### src/rtl/scan_pkg.sv
// Shared definitions for the CUT-side scan chain responder.
// The chain length default is shared with the BIST controller.
package scan_pkg;

  typedef enum logic [1:0] {
    IDLE    = 2'd0,
    SHIFT   = 2'd1,
    CAPTURE = 2'd2,
    HOLD    = 2'd3
  } state_t;

  localparam int DEFAULT_CHAIN_LEN = 228;

endpackage

### src/rtl/scan_shift_reg.sv
// Scan chain flops: shift from sdi, parallel load of the CUT response, or hold.
module scan_shift_reg #(
  parameter int CHAIN_LEN = 228
) (
  input  logic                 clk,
  input  logic                 rst,
  input  logic                 shift_en,
  input  logic                 load_en,
  input  logic                 sdi,
  input  logic [CHAIN_LEN-1:0] load_data,
  output logic [CHAIN_LEN-1:0] chain,
  output logic                 sdo
);

  // Chain register; shift and load are never requested together.
  always_ff @(posedge clk or posedge rst) begin
    if (rst) begin
      chain <= '0;
    end else if (load_en) begin
      chain <= load_data;
    end else if (shift_en) begin
      chain <= {chain[CHAIN_LEN-2:0], sdi};
    end else begin
      chain <= chain;
    end
  end

  assign sdo = chain[CHAIN_LEN-1];

endmodule

### src/rtl/scan_chain_responder.sv
// CUT-side end of the BIST scan protocol: shifts while scanmode=1, captures the
// CUT response on the first low cycle after a burst, and checks burst length.
module scan_chain_responder
  import scan_pkg::*;
#(
  parameter int CHAIN_LEN = DEFAULT_CHAIN_LEN,
  parameter int CNT_W     = 8,
  parameter int CAP_W     = 16
) (
  input  logic                 clk,
  input  logic                 rst,
  input  logic                 scanmode,
  input  logic                 sdi,
  output logic                 sdo,
  input  logic [CHAIN_LEN-1:0] func_resp,
  output logic [CHAIN_LEN-1:0] func_stim,
  output logic [CAP_W-1:0]     capture_count,
  output logic                 shift_err,
  output logic                 chain_ready
);

  state_t           state;
  logic [CNT_W-1:0] shift_cnt;
  logic             load_en;
  logic             burst_ok;

  // Capture fires only on the first low cycle that follows a shift burst.
  assign load_en  = (state == SHIFT) && !scanmode;
  assign burst_ok = (shift_cnt == CNT_W'(CHAIN_LEN));

  scan_shift_reg #(
    .CHAIN_LEN (CHAIN_LEN)
  ) u_chain (
    .clk       (clk),
    .rst       (rst),
    .shift_en  (scanmode),
    .load_en   (load_en),
    .sdi       (sdi),
    .load_data (func_resp),
    .chain     (func_stim),
    .sdo       (sdo)
  );

  // Protocol FSM with burst counter, capture counter and status flags.
  always_ff @(posedge clk or posedge rst) begin
    if (rst) begin
      state         <= IDLE;
      shift_cnt     <= '0;
      capture_count <= '0;
      shift_err     <= 1'b0;
      chain_ready   <= 1'b0;
    end else begin
      unique case (state)
        IDLE, CAPTURE, HOLD: begin
          if (scanmode) begin
            state       <= SHIFT;
            shift_cnt   <= CNT_W'(1);
            chain_ready <= 1'b0;
          end else if (state == CAPTURE) begin
            state <= HOLD;
          end else begin
            state <= state;
          end
        end
        SHIFT: begin
          if (scanmode) begin
            if (shift_cnt != {CNT_W{1'b1}}) begin
              shift_cnt <= shift_cnt + CNT_W'(1);
            end else begin
              shift_cnt <= shift_cnt;
            end
            chain_ready <= 1'b0;
          end else begin
            state       <= CAPTURE;
            shift_cnt   <= '0;
            shift_err   <= shift_err | !burst_ok;
            chain_ready <= burst_ok;
            if (capture_count != {CAP_W{1'b1}}) begin
              capture_count <= capture_count + CAP_W'(1);
            end else begin
              capture_count <= capture_count;
            end
          end
        end
        default: begin
          state     <= IDLE;
          shift_cnt <= '0;
        end
      endcase
    end
  end

endmodule

### config.mk
export PLATFORM = sky130hd
export DESIGN_NAME = scan_chain_responder
export DESIGN_NICKNAME = d
export VERILOG_FILES = /design/src/rtl/scan_pkg.sv /design/src/rtl/scan_shift_reg.sv /design/src/rtl/scan_chain_responder.sv
export SDC_FILE = /design/constraint.sdc
export NUM_CORES = 1
export LEC_CHECK = 0
export CAP_MARGIN = 10
export CORE_AREA = 2 2 187 189
export DETAILED_ROUTE_END_ITERATION = 12
export DIE_AREA = 0 0 189 191
export PLACE_DENSITY = 0.78
export SKIP_CTS_REPAIR_TIMING = 1
export SYNTH_ARGS = -nofsm -noshare
export SYNTH_HDL_FRONTEND = slang
export SYNTH_SLANG_ARGS = --single-unit
### constraint.sdc
create_clock -name clk -period 11.71 [get_ports clk]
set_clock_uncertainty 0.15 [all_clocks]
set_input_delay 1.171 -clock clk [delete_from_list [all_inputs] [get_ports clk]]
set_output_delay 1.171 -clock clk [all_outputs]
set_load 0.03 [all_outputs]
# Yosys cells after proc, flatten, opt, wreduce, memory -nomap -nowiden
# Cells that the tools add are included.
[totals]
word_cells = 43
ff_bits = 256
mem_bits_rw = 0
latchBits = 0
memories = 0
output_inout_bits = 247
rom_bits = 0
in_bits = 232
[classes]
mul = 0
n_lt_le_gt_ge = 0
div = 0
shifts = 0
bitwise = 2
addsub = 2
eq_ne = 10
muxes = 13
n_reduce_logical = 10
[ops]
columns = ["operator", "count"]
rows = [
  ["$mux 228", 2],
  ["$mux 8", 3],
  ["$add 16x1->16 const B", 1],
  ["$ne 16x16->1 const B", 1],
  ["$pmux 8 s2", 1],
  ["$add 8x1->8 const B", 1],
  ["$eq 8x8->1 const B", 1],
  ["$ne 8x8->1 const B", 1],
  ["$mux 2", 3],
  ["$reduce_and 2->1", 3],
  ["$eq 2x2->1 const B", 2],
  ["$ne 2x2->1 const B", 2],
  ["$pmux 2 s2", 1],
  ["$ne 3x2->1 const B", 1],
  ["$ne 3x3->1 const B", 1],
  ["$reduce_and 3->1", 1],
  ["$reduce_or 3->1", 1],
  ["$eq 2x1->1 const B", 1],
  ["$logic_not 1->1", 2],
  ["$logic_not 2->1", 1],
  ["$mux 1", 2],
  ["$pmux 1 s2", 1],
  ["$reduce_bool 2->1", 1],
  ["$logic_and 1x1->1", 1],
  ["2 further kinds", 2],
]

# Longest topological paths before layout
[logic_depth]
depth_word = 4
depth_mapped = 6
mapped_depth_nobuf = 6

# Hierarchy
# Synthesis repeated with hierarchy kept, for this count alone.
[hier_totals]
hier_cells = 1130
area_unflattened_um2 = 12055.3
[modules_own_cells]
columns = ["module", "instances", "area_each_um2", "cells_per_inst", "seq_area_each_um2"]
rows = [
  ["scan_shift_reg", 1, 10620.2, 991, 5705.5],
  ["scan_chain_responder", 1, 1435.1, 139, 700.7],
]

# Least setup slack after synthesis
# No wires, ideal clock.
[synth_timing]
kind = "input port to flip-flop"
start = "input port scanmode"
end = "register capture_count[12]"
required_time_ps = 11479
path_buffers = 1
setup_ps = 81
stages = 5
arrival_ps = 2323
setup_slack_ps = 9156
path_cell_list = "or3b_1 -> buf_6 -> a311o_4 -> nor3_2 -> xor2_1"
[synth_between]
elab_chain_cells = 2
[synth_rtl]
columns = ["item", "line", "text"]
rows = [
  ["start: declaration", "scan_chain_responder.sv:12", "input logic scanmode,"],
  ["$not 1->1 (no source line)", "n/a", ""],
  ["$reduce_and 3->1 (no source line)", "n/a", ""],
  ["end signal: assignment", "scan_chain_responder.sv:79", "capture_count <= capture_count + CAP_W'(1);"],
  ["end signal: assignment", "scan_chain_responder.sv:81", "capture_count <= capture_count;"],
  ["end: declaration", "scan_chain_responder.sv:17", "output logic [CAP_W-1:0] capture_count,"],
]
# No other way between the ends.
# A chain may end at the register's enable or synchronous reset.

# Worst setup path in the final report
[layout_timing]
start = "register state[1]"
end = "register u_chain.chain[161]"
[layout_between]
elab_chain_cells = 3
elab_cells_between_ends = 4
cone_classes = "1 x eq/ne; 1 x mux; 2 x reduce/logical"
[layout_rtl]
columns = ["item", "line", "text"]
rows = [
  ["start: declaration", "scan_chain_responder.sv:22", "state_t state;"],
  ["start signal: assignment", "scan_chain_responder.sv:62", "state <= state;"],
  ["$eq 2x1->1 *", "scan_chain_responder.sv:28", "assign load_en = (state == SHIFT) && !scanmode;"],
  ["$logic_and 1x1->1 *", "scan_chain_responder.sv:28", ""],
  ["$mux 228 or $reduce_bool 2->1 (tied branches)", "n/a", ""],
  ["end signal: assignment", "scan_shift_reg.sv:20", "chain <= load_data;"],
  ["end signal: assignment", "scan_shift_reg.sv:22", "chain <= {chain[CHAIN_LEN-2:0], sdi};"],
  ["end signal: assignment", "scan_shift_reg.sv:24", "chain <= chain;"],
  ["end: declaration", "scan_shift_reg.sv:11", "output logic [CHAIN_LEN-1:0] chain,"],
]
# Mark *: on every way between the ends. The rest lies on a longest branch, timed or not.

==> flow_summary.toml <==
[outcome]
status = "finished clean"

[layout]
drive_gt1_share_pct = 3.967
final_common_cell = "clkdlybuf4s50_1"
area_delta_synth_final_pct = 51.27
finish.utilization_pct = 52.35
n_fill_cell = 3024
final_cell_mix = "477 x clkdlybuf4s50_1, 256 x dfrtp_1, 241 x nand2_1, 234 x o21ai_0, 229 x mux2i_1"
final_nets = 1801
antenna_cells = 0

[clock_tree]
worstSkewPairLatency_ns = 0.53
tritoncts = "yes"
h-tree-depth = 1
clkSinkCount = 256
clkTransAtPathRegs_ns = 0.06
cts_buffer_depth = 3
root_buffer = "clkbuf_16"
cts_made_buffers = 29

[timing]
slew_viol_final = 0
period_minus_slack_ns = 3.163
slew-limit-headroom_pct = 26.36
fmax_ghz = 0.3162
hold_violations = 0
setup_tns_ns = 0
tightest_slew_ns = 1.105
final.period_utilization_pct = 27.01
setup_viol = 0
rsz0062_at_grt = "no"
fin_ws_ns = 8.547

[logic_synthesis]
synth-seq-area-share_pct = 54.26
yosysWarnings = 0
ys_seq_elements = 256
syn_nets = 1368
netlist_instances = 1133
synth_ff_type = "dfrtp_1"
synth_edf_count = 0
async_flop_share_pct = 100.0
syn_area_sq_um = 11810
yosysUniqueCellTypes = 42
synth.avg_cell_area_sq_um = 10.42

[global_route]
grt_overflow = 0
grt_max_degree = 271
grt_pass1_vias = 10080
grtUsageTotal_pct = 19.23
antenna_found_initial = 0
grt_pass1_wl_microns = 55610

[floorplanning]
placementRows = 68
core_area_sq_um = 34120
start_util_pct = 34.60
chipHeight_microns = 191
dieArea_sq_um = 36100
io_pins = 479
die_x_microns = 189

[critical_path]
regToRegSetupSlack_ns = 8.55
crit_path_end_kind = "flip-flop"
cp.arrival_ns = 3.36
critPathLaunchType = "flip-flop"
worst-path-max-fanout = 64
required_ns = 11.91
critPathKind = "reg2reg"

[placement]
io_buffer_count = 478
place_congestion = 0.8465
dp_slack_ns = 8.193
post-dp-hpwl_microns = 25820

[drt]
drt_wl_total_microns = 36510
drcViolationCount = 0
drt_iter0_markers = 603
via_count = 10060
first_pass_iters = 6
wl_per_cell_microns = 17.87
drt-vias-per-instance = 4.924
antenna_left = 0

[job]
max_cap_violations = 0

[hold_path]
holdCritPathClass = "reg2reg"

[pwr]
power_density_nw_per_um2 = 168.0
leakage_nw = 7.704
ir_drop_v = 0.0001094
## where the power goes
group	internal (mW)	total, mW	switching, mW
Clock	0.548	0.908	0.360
Sequential	1.02	1.16	0.135
Combinational	0.411	0.935	0.524
Total	1.98	3.00	1.02
## Yosys cell counts, types with 2 or more instances
library cell / count / share of area [%]
dfrtp_1: 256 / 54
nand2_1: 241 / 7.7
o21ai_0: 234 / 9.9
mux2i_1: 229 / 19
clkbuf_1: 52 / 1.7
buf_2: 27 / 1.1
nand3_1: 13 / 0.55
xor2_1: 10 / 0.74
nand4_1: 6 / 0.32
nor2_1: 6 / 0.19
and3_1: 5 / 0.26
o22ai_1: 5 / 0.26
xnor2_1: 5 / 0.37
ha_1: 3 / 0.32
inv_1: 3 / 0.095
nor3_1: 3 / 0.13
nor4_4: 3 / 0.54
a21o_1: 2 / 0.13
a21oi_1: 2 / 0.085
and2_1: 2 / 0.11
nor2b_1: 2 / 0.11
nor3_2: 2 / 0.17
o2bb2ai_1: 2 / 0.15
or3_1: 2 / 0.11
## logic make-up (layout without fill, tap and decap cells)
family                   count (synthesis)  count (layout)  share of synthesized area, %
multiplexers                           230             230                         19.51
adder cells (fa/ha/maj)                  3               3                        0.3180
AO/OA/AOI/OAI                          250             250                         10.97
flip-flops                             256             256                         54.26
buffers and inverters                   85             540                         3.084
XOR/XNOR                                15              15                         1.113
AND/OR/NAND/NOR                        294             294                         10.75
## metal layers
metal	wire (microns)	up-vias	GRT usage, %	part of all wire [%]
met5	0	-	0	0
met4	1358	0	6.881	3.7
met3	2390	67	4.645	6.5
met2	18110	345	33.09	50
met1	14650	4860	23.47	40
li1	-	4788	-	-
## worst paths after layout
path	from	end	cells after the start
min in group asynchronous	rst	u_chain.chain[151]	2
max in group asynchronous	rst	u_chain.chain[22]	3
hold / removal	shift_err	shift_err	1
setup reg to reg	state[1]	u_chain.chain[161]	5
setup / recovery	state[1]	u_chain.chain[161]	5
hold reg to reg	shift_err	shift_err	1
## registers in the layout (all words and copies together), names as in the netlist
name,count
capture_count,16
chain_ready,1
shift_cnt,8
shift_err,1
state,2
u_chain.chain,228
## layout make-up
cell class / instances / area [sq um] / area share, %
inverters: 3 / 18.77 / 0.1051
clock inverters: 9 / 100.1 / 0.5605
well taps: 455 / 569.3 / 3.188
multi-input cells: 792 / 5044 / 28.24
clock buffers: 44 / 862.1 / 4.827
flip-flops and latches: 256 / 6406 / 35.87
repair buffers: 484 / 4860 / 27.21
## stage by stage
step / hold WS (ns) / instance area, sq um / total power [mW] / std cells
floorplan: 0.3447 / 11810 / 1.646 / 1133
global placement: 0.3185 / 16900 / 2.093 / 1990
detailed placement: 0.3234 / 16900 / 2.107 / 1990
CTS: 0.3402 / 17860 / 3.034 / 2043
global route: 0.3682 / 17860 / 3.134 / 2043
finish: 0.3322 / 17860 / 3.001 / 2043
## worst max-delay path, cell delays in order (launching register included)
cell and delay (ns):
dfrtp_1 0.44, nor2b_4 0.16, buf_4 0.73, buf_4 0.95, mux2i_1 0.30, o21ai_0 0.13
(Power assumes the default switching activity.)
